==> src/rtl/mult_pkg.sv <==
`default_nettype none
// ============================================================================
//  Module      : mult_pkg
//  Description : Shared types and constants for the multiplier arbiter:
//                controller state encoding, default multiplier latency and
//                latency counter width.
//  Revision    : 1.0 - initial release
// ============================================================================
package mult_pkg;

    // Width of the latency down-counter; holds MULT_CYCLES-1 for 1..255.
    localparam int CNT_W = 8;

    // Default latency of the external iterative multiplier.
    localparam int MULT_CYCLES_DEF = 4;

    // Controller state: waiting for a request, or a multiply in flight.
    typedef enum logic [0:0] {
        IDLE = 1'b0,
        BUSY = 1'b1
    } state_t;

endpackage : mult_pkg
`default_nettype wire

==> src/rtl/mult_arbiter_if.sv <==
`default_nettype none
// ============================================================================
//  Module      : mult_arbiter_if
//  Description : Bundle of lane requests, multiplier handshake, hazard
//                stalls and architectural HI/LO between the execute stage
//                and the multiplier arbiter.
//  Revision    : 1.0 - initial release
// ============================================================================
interface mult_arbiter_if #(
    parameter int WIDTH = 32
) ();

    // Lane side
    logic               req0;
    logic               req1;
    logic               sign0;
    logic               sign1;
    logic [WIDTH-1:0]   a0;
    logic [WIDTH-1:0]   b0;
    logic [WIDTH-1:0]   a1;
    logic [WIDTH-1:0]   b1;
    logic               rd_hilo0;
    logic               rd_hilo1;
    logic               kill;

    // Multiplier side
    logic               mult_start;
    logic               mult_sign;
    logic [WIDTH-1:0]   mult_a;
    logic [WIDTH-1:0]   mult_b;
    logic [2*WIDTH-1:0] mult_product;

    // Hazard / architectural state
    logic               stall0;
    logic               stall1;
    logic               busy;
    logic [WIDTH-1:0]   hi;
    logic [WIDTH-1:0]   lo;

    // Arbiter view
    modport slave (
        input  req0, req1, sign0, sign1, a0, b0, a1, b1,
        input  rd_hilo0, rd_hilo1, kill, mult_product,
        output mult_start, mult_sign, mult_a, mult_b,
        output stall0, stall1, busy, hi, lo
    );

    // Pipeline / multiplier view
    modport master (
        output req0, req1, sign0, sign1, a0, b0, a1, b1,
        output rd_hilo0, rd_hilo1, kill, mult_product,
        input  mult_start, mult_sign, mult_a, mult_b,
        input  stall0, stall1, busy, hi, lo
    );

endinterface : mult_arbiter_if
`default_nettype wire

==> src/rtl/mult_latency_cnt.sv <==
`default_nettype none
// ============================================================================
//  Module      : mult_latency_cnt
//  Description : Loadable down-counter tracking the remaining multiplier
//                latency. Clear beats load, load beats decrement; the count
//                saturates at zero. Zero flag is combinational.
//  Revision    : 1.0 - initial release
// ============================================================================
module mult_latency_cnt
    import mult_pkg::*;
#(
    parameter int CNT_WIDTH = CNT_W
) (
    input  wire logic                 clk,
    input  wire logic                 reset,
    input  wire logic                 load,
    input  wire logic                 enable,
    input  wire logic                 clear,
    input  wire logic [CNT_WIDTH-1:0] load_val,
    output      logic                 zero
);

    logic [CNT_WIDTH-1:0] r_cnt;

    // Counter register: synchronous active-low reset, then clear/load/decrement.
    always_ff @(posedge clk) begin
        if (!reset) begin
            r_cnt <= '0;
        end else if (clear) begin
            r_cnt <= '0;
        end else if (load) begin
            r_cnt <= load_val;
        end else if (enable && (r_cnt != '0)) begin
            r_cnt <= r_cnt - 1'b1;
        end
    end

    assign zero = (r_cnt == '0);

endmodule : mult_latency_cnt
`default_nettype wire

==> src/rtl/mult_arbiter.sv <==
`default_nettype none
// ============================================================================
//  Module      : mult_arbiter
//  Description : Shares one external iterative multiplier between two issue
//                lanes. Grants the older lane first, pulses the multiplier
//                start, counts its latency, captures the product into HI/LO
//                and stalls lanes that must wait for the multiplier or for
//                the new HI/LO value.
//  Revision    : 1.0 - initial release
// ============================================================================
module mult_arbiter
    import mult_pkg::*;
#(
    parameter int WIDTH       = 32,
    parameter int MULT_CYCLES = MULT_CYCLES_DEF
) (
    input  wire logic      clk,
    input  wire logic      reset,
    mult_arbiter_if.slave  bus
);

    // Counter preload: the first BUSY cycle already counts as one cycle.
    localparam logic [CNT_W-1:0] c_load_val = CNT_W'(MULT_CYCLES - 1);

    state_t             r_state;
    state_t             w_state_nxt;
    logic [WIDTH-1:0]   r_hi;
    logic [WIDTH-1:0]   r_lo;

    logic               w_cnt_load;
    logic               w_cnt_en;
    logic               w_cnt_clr;
    logic               w_cnt_zero;
    logic               w_capture;

    logic               w_mult_start;
    logic               w_mult_sign;
    logic [WIDTH-1:0]   w_mult_a;
    logic [WIDTH-1:0]   w_mult_b;
    logic               w_stall0;
    logic               w_stall1;
    logic               w_busy;

    // Latency counter: loaded on grant, runs down while BUSY.
    mult_latency_cnt #(
        .CNT_WIDTH (CNT_W)
    ) u_lat_cnt (
        .clk      (clk),
        .reset    (reset),
        .load     (w_cnt_load),
        .enable   (w_cnt_en),
        .clear    (w_cnt_clr),
        .load_val (c_load_val),
        .zero     (w_cnt_zero)
    );

    // State register.
    always_ff @(posedge clk) begin
        if (!reset) begin
            r_state <= IDLE;
        end else begin
            r_state <= w_state_nxt;
        end
    end

    // Architectural HI/LO: cleared by reset, loaded only on a completed multiply.
    always_ff @(posedge clk) begin
        if (!reset) begin
            r_hi <= '0;
            r_lo <= '0;
        end else if (w_capture) begin
            r_hi <= bus.mult_product[2*WIDTH-1:WIDTH];
            r_lo <= bus.mult_product[WIDTH-1:0];
        end
    end

    // Grant, stall and next-state decode.
    always_comb begin
        w_state_nxt  = r_state;
        w_mult_start = 1'b0;
        w_mult_sign  = bus.sign0;
        w_mult_a     = bus.a0;
        w_mult_b     = bus.b0;
        w_stall0     = 1'b0;
        w_stall1     = 1'b0;
        w_busy       = 1'b0;
        w_cnt_load   = 1'b0;
        w_cnt_en     = 1'b0;
        w_cnt_clr    = 1'b0;
        w_capture    = 1'b0;

        if (!reset) begin
            // Every output is held low while reset is applied.
            w_state_nxt = IDLE;
            w_mult_sign = 1'b0;
            w_mult_a    = '0;
            w_mult_b    = '0;
        end else begin
            case (r_state)
                IDLE: begin
                    if (!bus.kill) begin
                        if (bus.req0) begin
                            // Lane 0 is older and wins. Lane 1 waits if it
                            // wants the multiplier or must read the new HI/LO.
                            w_mult_start = 1'b1;
                            w_stall1     = bus.req1 | bus.rd_hilo1;
                            w_cnt_load   = 1'b1;
                            w_state_nxt  = BUSY;
                        end else if (bus.req1) begin
                            // Lane 0 reading HI/LO sees the pre-multiply value.
                            w_mult_start = 1'b1;
                            w_mult_sign  = bus.sign1;
                            w_mult_a     = bus.a1;
                            w_mult_b     = bus.b1;
                            w_cnt_load   = 1'b1;
                            w_state_nxt  = BUSY;
                        end
                    end
                end

                BUSY: begin
                    w_busy   = 1'b1;
                    w_stall0 = bus.req0 | bus.rd_hilo0;
                    w_stall1 = bus.req1 | bus.rd_hilo1;
                    if (bus.kill) begin
                        // Flush discards the product, even on the final cycle.
                        w_cnt_clr   = 1'b1;
                        w_state_nxt = IDLE;
                    end else if (w_cnt_zero) begin
                        w_capture   = 1'b1;
                        w_state_nxt = IDLE;
                    end else begin
                        w_cnt_en = 1'b1;
                    end
                end

                default: begin
                    w_state_nxt = IDLE;
                end
            endcase
        end
    end

    assign bus.mult_start = w_mult_start;
    assign bus.mult_sign  = w_mult_sign;
    assign bus.mult_a     = w_mult_a;
    assign bus.mult_b     = w_mult_b;
    assign bus.stall0     = w_stall0;
    assign bus.stall1     = w_stall1;
    assign bus.busy       = w_busy;
    assign bus.hi         = r_hi;
    assign bus.lo         = r_lo;

endmodule : mult_arbiter
`default_nettype wire

==> src/flat_wrapper.sv <==
// flat-port wrapper written by rule: the top's interface ports become plain ports
module mult_arbiter_flat import mult_pkg::*;
#(
    parameter int WIDTH       = 32,
    parameter int MULT_CYCLES = MULT_CYCLES_DEF
)
  (clk, reset, bus_req0, bus_req1, bus_sign0, bus_sign1, bus_a0, bus_b0, bus_a1, bus_b1, bus_rd_hilo0, bus_rd_hilo1, bus_kill, bus_mult_product, bus_mult_start, bus_mult_sign, bus_mult_a, bus_mult_b, bus_stall0, bus_stall1, bus_busy, bus_hi, bus_lo);
  mult_arbiter_if #(.WIDTH(WIDTH)) bus_i ();
  input  wire logic clk;
  input  wire logic reset;
  input wire logic [$bits(bus_i.req0)-1:0] bus_req0;
  input wire logic [$bits(bus_i.req1)-1:0] bus_req1;
  input wire logic [$bits(bus_i.sign0)-1:0] bus_sign0;
  input wire logic [$bits(bus_i.sign1)-1:0] bus_sign1;
  input wire logic [$bits(bus_i.a0)-1:0] bus_a0;
  input wire logic [$bits(bus_i.b0)-1:0] bus_b0;
  input wire logic [$bits(bus_i.a1)-1:0] bus_a1;
  input wire logic [$bits(bus_i.b1)-1:0] bus_b1;
  input wire logic [$bits(bus_i.rd_hilo0)-1:0] bus_rd_hilo0;
  input wire logic [$bits(bus_i.rd_hilo1)-1:0] bus_rd_hilo1;
  input wire logic [$bits(bus_i.kill)-1:0] bus_kill;
  input wire logic [$bits(bus_i.mult_product)-1:0] bus_mult_product;
  output wire logic [$bits(bus_i.mult_start)-1:0] bus_mult_start;
  output wire logic [$bits(bus_i.mult_sign)-1:0] bus_mult_sign;
  output wire logic [$bits(bus_i.mult_a)-1:0] bus_mult_a;
  output wire logic [$bits(bus_i.mult_b)-1:0] bus_mult_b;
  output wire logic [$bits(bus_i.stall0)-1:0] bus_stall0;
  output wire logic [$bits(bus_i.stall1)-1:0] bus_stall1;
  output wire logic [$bits(bus_i.busy)-1:0] bus_busy;
  output wire logic [$bits(bus_i.hi)-1:0] bus_hi;
  output wire logic [$bits(bus_i.lo)-1:0] bus_lo;
  assign bus_i.req0 = bus_req0;
  assign bus_i.req1 = bus_req1;
  assign bus_i.sign0 = bus_sign0;
  assign bus_i.sign1 = bus_sign1;
  assign bus_i.a0 = bus_a0;
  assign bus_i.b0 = bus_b0;
  assign bus_i.a1 = bus_a1;
  assign bus_i.b1 = bus_b1;
  assign bus_i.rd_hilo0 = bus_rd_hilo0;
  assign bus_i.rd_hilo1 = bus_rd_hilo1;
  assign bus_i.kill = bus_kill;
  assign bus_i.mult_product = bus_mult_product;
  assign bus_mult_start = bus_i.mult_start;
  assign bus_mult_sign = bus_i.mult_sign;
  assign bus_mult_a = bus_i.mult_a;
  assign bus_mult_b = bus_i.mult_b;
  assign bus_stall0 = bus_i.stall0;
  assign bus_stall1 = bus_i.stall1;
  assign bus_busy = bus_i.busy;
  assign bus_hi = bus_i.hi;
  assign bus_lo = bus_i.lo;
  mult_arbiter #(.WIDTH(WIDTH), .MULT_CYCLES(MULT_CYCLES)) u_core (.clk(clk), .reset(reset), .bus(bus_i));
endmodule
==> config.mk <==
export PLATFORM = sky130hd
export DESIGN_NAME = mult_arbiter_flat
export DESIGN_NICKNAME = d
export VERILOG_FILES = /design/src/rtl/mult_pkg.sv /design/src/rtl/mult_arbiter_if.sv /design/src/rtl/mult_latency_cnt.sv /design/src/rtl/mult_arbiter.sv /design/src/flat_wrapper.sv
export SDC_FILE = /design/constraint.sdc
export NUM_CORES = 1
export LEC_CHECK = 0
export CORE_AREA = 2 2 128 130
export CTS_CLUSTER_DIAMETER = 100
export DETAILED_ROUTE_END_ITERATION = 16
export DIE_AREA = 0 0 130 132
export PLACE_DENSITY_LB_ADDON = 0.3
export SLEW_MARGIN = 20
export SYNTH_ARGS = -nofsm -noshare
export SYNTH_HDL_FRONTEND = slang
export SYNTH_SLANG_ARGS = --single-unit
==> constraint.sdc <==
create_clock -name clk -period 2.1 [get_ports clk]
set_clock_uncertainty 0.1 [all_clocks]
set_input_delay 0.315 -clock clk [delete_from_list [all_inputs] [get_ports clk]]
set_output_delay 0.315 -clock clk [all_outputs]
set_load 0.02 [all_outputs]
==> metrics, run 1 <==
Peak VDD IR=260.5 µV; FF+latch count, synth=73; pwr/cell area=488.5 nW/µm²; Min-Delay Path Class=reg -> reg; share of cells above drive strength 1=22.54%; most numerous cell in the Yosys netlist=nand2_1; Post-DRT Antenna Nets=0; root buf cell=clkbuf_16; YS warnings=0; clock sinks=73; via count=4961; Slew @ Worst Pin=0.4234 ns; pre-CTS WS=-0.7212 ns; CTS Buf Count=9; register area share after synthesis=34.86%; # rows=46; diodes inserted=0; initial antenna violation count=0; die footprint=17160 µm²; post-route clock period utilization=101.6%; post-synthesis async set-or-reset flop share=0%; Final WS setup=-0.03260 ns; R2R depth=7; Critical Path Fanout Max=5; Final nets=1103; Synth Instances=557; clk slew on worst S/H paths=0.06 ns; Yosys cell types=37; mapped cell area=4193 µm²; gpl congestion=0.8426; die height=132 µm; area of the multi-input gates=2571 µm²; vias per cell=4.426; final hold violations=0; largest cells by area after synthesis=dfxtp_1, nand2_1, a21boi_2, a21boi_0, clkbuf_1; reg2reg end=u_core.u_lat_cnt.r_cnt[7]; Max-slew headroom=71.56%; Hold WS=0.3526 ns; min-delay src=u_core.bus.hi[1]; drt total wl=17240 µm; Max-cap violations=0; hpwl dp=12920 µm; core area=15710 µm²; Max Fclk=468.9 MHz; Worst Hold Depth=2; Power Total=4088 µW; Longest Clk Path Bufs=2; CP Launch Type=flip-flop; port buffer count=333; Critical Path Sink Type=primary output; Tot GR Track Use=19.39%; non-filler cells, final=1121; fin crit period=2.133 ns; critical path class=reg -> out; outcome=finished, violations left; CTS H-Tree Depth=3; # IOs=334; WP data required=1.68 ns; GR Overflow Total=0; Arr. time, crit path=1.72 ns; clock latency at the later pin of the worst-skew pair=0.33 ns; largest area contributor in the netlist=dfxtp_1; initial drt markers=135; placed instance count=1094; Slew Limit Fails=0; Synth top cells by count=nand2_1, dfxtp_1, a21boi_0, a21boi_2, clkbuf_1; setup violation total in the final timing report=10; first-pass GRT wire length=25950 µm; unrepaired setup endpoints after global routing=true; die width=130 µm; leak pwr=0.003258 µW; Synth top area share=34.86%; hold_buf cts=0; EDFF count, synth=0; Worst Hold End=u_core.bus.hi[1]; syn_area_per_cell=7.527 µm²; drt drc=0; drt pass-1 iters=4; Layout area overhead=99.61%; routed len/inst=15.38 µm; R2R Setup Slk=0.10 ns; fillcell total=1523; TritonCTS clock tree=done; failing checks=negative setup slack; top_reg_cell synth=dfxtp_1; largest net degree at the start of global routing=48; Syn Nets=760; vias in the first global route=4886; worst r2r src=u_core.u_lat_cnt.r_cnt[0]; Starting Density=26.68%; storage element area=1466 µm²
[state kept, by name, summed over array words and instances (netlist names)]
name / cells
u_core.bus.hi: 32
u_core.r_state: 1
u_core.bus.lo: 32
u_core.u_lat_cnt.r_cnt: 8
[final cells by class]
class / instances / share of cell area [%]
Timing Repair Buffer: 374 / 44.72
Clock inverter: 6 / 0.8073
Clock buffer: 10 / 2.736
Multi-Input combinational cell: 436 / 30.72
Sequential cell: 73 / 17.52
Tap cell: 216 / 3.229
Inverter: 6 / 0.2691
[where the power goes]
group / leakage [µW] / total [µW] / switching (µW) / internal (µW)
clock: 0.000139 / 1520 / 597 / 923
combinational: 0.00253 / 1140 / 466 / 673
sequential: 0.000591 / 1430 / 16.4 / 1410
[how the worst max path moves through the flow]
stage | end | cells past startpoint | startpoint
2_1_floorplan | bus_mult_a[0] | 5 | bus_req0
3_3_place_gp | bus_mult_b[12] | 7 | bus_req0
3_5_place_dp | bus_mult_b[12] | 7 | bus_req0
4_1_cts | bus_mult_b[12] | 7 | u_core.r_state
5_1_grt | bus_mult_b[27] | 7 | u_core.r_state
6_report | bus_mult_b[23] | 7 | u_core.r_state
[routing by layer]
metal | global-route usage, % | up-vias | part of all wire, % | wire, µm
li1 | - | 2509 | - | -
met2 | 35.28 | 222 | 50 | 8692
met1 | 20.54 | 2203 | 37 | 6406
met3 | 6.778 | 27 | 9.6 | 1656
met4 | 6.511 | 0 | 2.8 | 486
met5 | 0 | - | 0 | 0
[timing repair]
item,CTS,global route
pin swaps,2,9
resized for setup,289,87
endpoints found under the setup margin,68,69
cloned,4,3
setup buffers,3,1
[kinds of logic (layout without fill, tap and decap cells)]
family / Yosys count / count (layout) / share of synthesized area, %
AND/OR/NAND/NOR: 284 / 284 / 27.04
adder cells (fa/ha/maj): 2 / 2 / 0.5967
multiplexers: 1 / 1 / 0.2387
XOR/XNOR: 2 / 2 / 0.4179
buffers and inverters: 48 / 396 / 6.267
AO/OA/AOI/OAI: 147 / 147 / 30.59
flip-flops: 73 / 73 / 34.86
[worst max-delay path, cell delays in order, from the launching register on]
cell and delay (ns):
dfxtp_4 0.36, nor4b_4 0.22, buf_6 0.17, buf_12 0.13, clkbuf_16 0.16, nand2_4 0.04
a21boi_2 0.15, buf_6 0.14
[through the flow]
| step | util (%) | instance area [µm²] | setup TNS [ns] |
|---|---|---|---|
| floorplan | - | 4193 | 0 |
| global placement | 49.98 | 7854 | -39.73 |
| finish | 53.26 | 8369 | -0.2411 |
| detailed placement | 49.98 | 7854 | -41.59 |
| CTS | 51.30 | 8060 | -0.5095 |
| global route | 53.26 | 8369 | -3.495 |
[layout by cell type (no fill, tap or decap), types with 3 or more instances in the layout]
master	n
clkdlybuf4s50_1	262
nand2_1	252
buf_4	71
dfxtp_1	71
a21boi_2	62
a21boi_1	61
buf_6	15
clkbuf_16	12
a21boi_0	7
buf_12	7
inv_1	6
buf_2	6
nor2_1	5
nand2_2	5
a21oi_1	4
nor3_1	4
buf_16	4
dlygate4sd2_1	4
nand3_1	3
a211oi_1	3
Note: power is estimated with default switching activity, not from simulation.
==> run 2: changes to the inputs <==
- ABC_CLOCK_PERIOD_IN_PS: default -> 2100
- SETUP_SLACK_MARGIN: default -> 0.05
==> run 2 against run 1 <==
Effect of this change:
- the run still ends with negative setup slack left
- first-iteration DRC count shrank 12%
- wire length shrank 0.12%
- largest power group unchanged
- fmax shrank 0.26%
- sequential cell count is the same
- critical path depth is the same
- global-route usage is the same
- highest routed layer unchanged
- clock power is essentially flat
==> metrics, run 2 (synthesized netlist as in run 1, its figures left out) <==
CTS H-Tree Depth=3; worst r2r src=u_core.u_lat_cnt.r_cnt[0]; pwr/cell area=483.7 nW/µm²; port buffer count=333; met2 Track Usage GR=35.08%; sequential power share=34.8%; min-delay src=u_core.bus.hi[1]; initial antenna violation count=0; Max Fclk=467.7 MHz; routed len/inst=15.34 µm; setup violation total in the final timing report=19; GR Util met1=20.29%; Final nets=1105; Comb pwr share=28.3%; Max-cap violations=0; first-pass GRT wire length=25960 µm; commonest non-fill, non-tap cells in the layout=clkdlybuf4s50_1, nand2_1, buf_4, dfxtp_1, a21boi_2; root buf cell=clkbuf_16; clock latency at the later pin of the worst-skew pair=0.33 ns; GR peak layer=met2; unrepaired setup endpoints after global routing=true; final core occ=53.97%; # IOs=334; hpwl dp=12920 µm; Post-DRT Antenna Nets=0; critical path class=reg -> out; share of cells above drive strength 1=24.26%; setup TNS=-0.3085 ns; die height=132 µm; R2R depth=7; drt total wl=17220 µm; Worst Hold Depth=2; die footprint=17160 µm²; die width=130 µm; Internal=3020 µW; via count=4961; pre-CTS WS=-0.7212 ns; Top delay family on crit path=buffers and inverters; Arr. time, crit path=1.72 ns; fin crit period=2.138 ns; CTS Buf Count=9; Layout area overhead=102.3%; failing checks=negative setup slack; # rows=46; Max-slew headroom=69.56%; CP Launch Type=flip-flop; Worst Hold End=u_core.bus.hi[1]; TritonCTS clock tree=done; final hold violations=0; placed instance count=1094; Clock Power Share=36.9%; CP peak stage delay=0.36 ns; fillcell total=1514; diodes inserted=0; vias in the first global route=4912; Sw Pwr=1082 µW; drt drc=0; sw frac=26.37%; Critical Path Fanout Max=5; Peak VDD IR=260.9 µV; critical path, cell by cell=nor4b_4, buf_6, buf_12, clkbuf_16, nand2_4, a21boi_2, buf_6; initial drt markers=119; WP data required=1.68 ns; Critical Path Sink Type=primary output; clk slew on worst S/H paths=0.06 ns; Longest Clk Path Bufs=2; core area=15710 µm²; outcome=finished, violations left; Power Total=4102 µW; largest net degree at the start of global routing=48; drt pass-1 iters=4; Starting Density=26.68%; leak pwr=0.003327 µW; gpl congestion=0.8426; GR Overflow Total=0; Min-Delay Path Class=reg -> reg; vias per cell=4.418; grt met3 use=7.143%; reg2reg end=u_core.u_lat_cnt.r_cnt[7]; clock sinks=73; commonest non-fill, non-tap cell in the layout=clkdlybuf4s50_1; R2R Setup Slk=0.14 ns; Tot GR Track Use=19.39%; slowest cell on the critical path=dfxtp_4; Slew Limit Fails=0; Slew @ Worst Pin=0.4532 ns; non-filler cells, final=1123; Final WS setup=-0.03819 ns; Crit path buffers/inverters=4; most used cell along the critical path=buf_6; post-route clock period utilization=101.8%
run 2: changes by cell type in the layout (fill, tap and decap cells not counted), sizes merged:
cell,change
buf,+2
dlygate4sd2,+1
clkdlybuf4s50,-1
run 2: area by class of cell:
cell class                 count  area, µm²  share of cell area [%]
clock buffer                  10      229.0                   2.700
sequential                    73       1466                   17.29
timing repair buffer         376       3785                   44.63
clock inverter                 6      67.56                  0.7967
multi-input combinational    436       2640                   31.13
tap                          216      270.3                   3.187
inverter                       6      22.52                  0.2656
run 2: how the worst max path moves through the flow:
stage,from,end,slack [ns],cells after the start
finish,u_core.r_state,bus_mult_b[23],-0.04,7
global route,u_core.r_state,bus_mult_b[27],-0.17,7
CTS,u_core.r_state,bus_mult_b[12],-0.06,7
detailed placement,bus_req0,bus_mult_b[12],-0.72,7
global placement,bus_req0,bus_mult_b[12],-0.70,7
floorplan,bus_req0,bus_mult_a[0],0.14,5
run 2: what timing repair did:
action,4_1_cts,5_1_grt
setup endpoints to repair,69,73
pin swaps,4,18
setup buffers,4,2
gates resized for setup,323,79
gates cloned,4,3
hold buffers,0,0
run 2: routing by layer:
layer / part of all wire, % / up-vias
li1: - / 2517
met1: 37 / 2200
met2: 50 / 218
met3: 9.9 / 26
met4: 2.8 / 0
met5: 0 / -
run 2: tightest hold or removal path: stages (launching register included):
cell and delay, ns:
dfxtp_1 0.31, nand2_1 0.05, a21boi_1 0.05
run 2: power by group through the flow:
stage | combinational (µW) | clock (µW) | sequential (µW)
floorplan | 389 | 0 | 1480
finish | 1160 | 1510 | 1430
global route | 1240 | 1620 | 1430
detailed placement | 1100 | 0 | 1460
global placement | 1100 | 0 | 1460
CTS | 1110 | 1570 | 1430
run 2: per-stage QoR:
step	hold WS (ns)	instance area, µm²
after global routing	0.3670	8481
after floorplan	0.3499	4193
after global placement	0.3400	7854
after CTS	0.3533	8153
after detailed placement	0.3481	7854
final	0.3525	8481
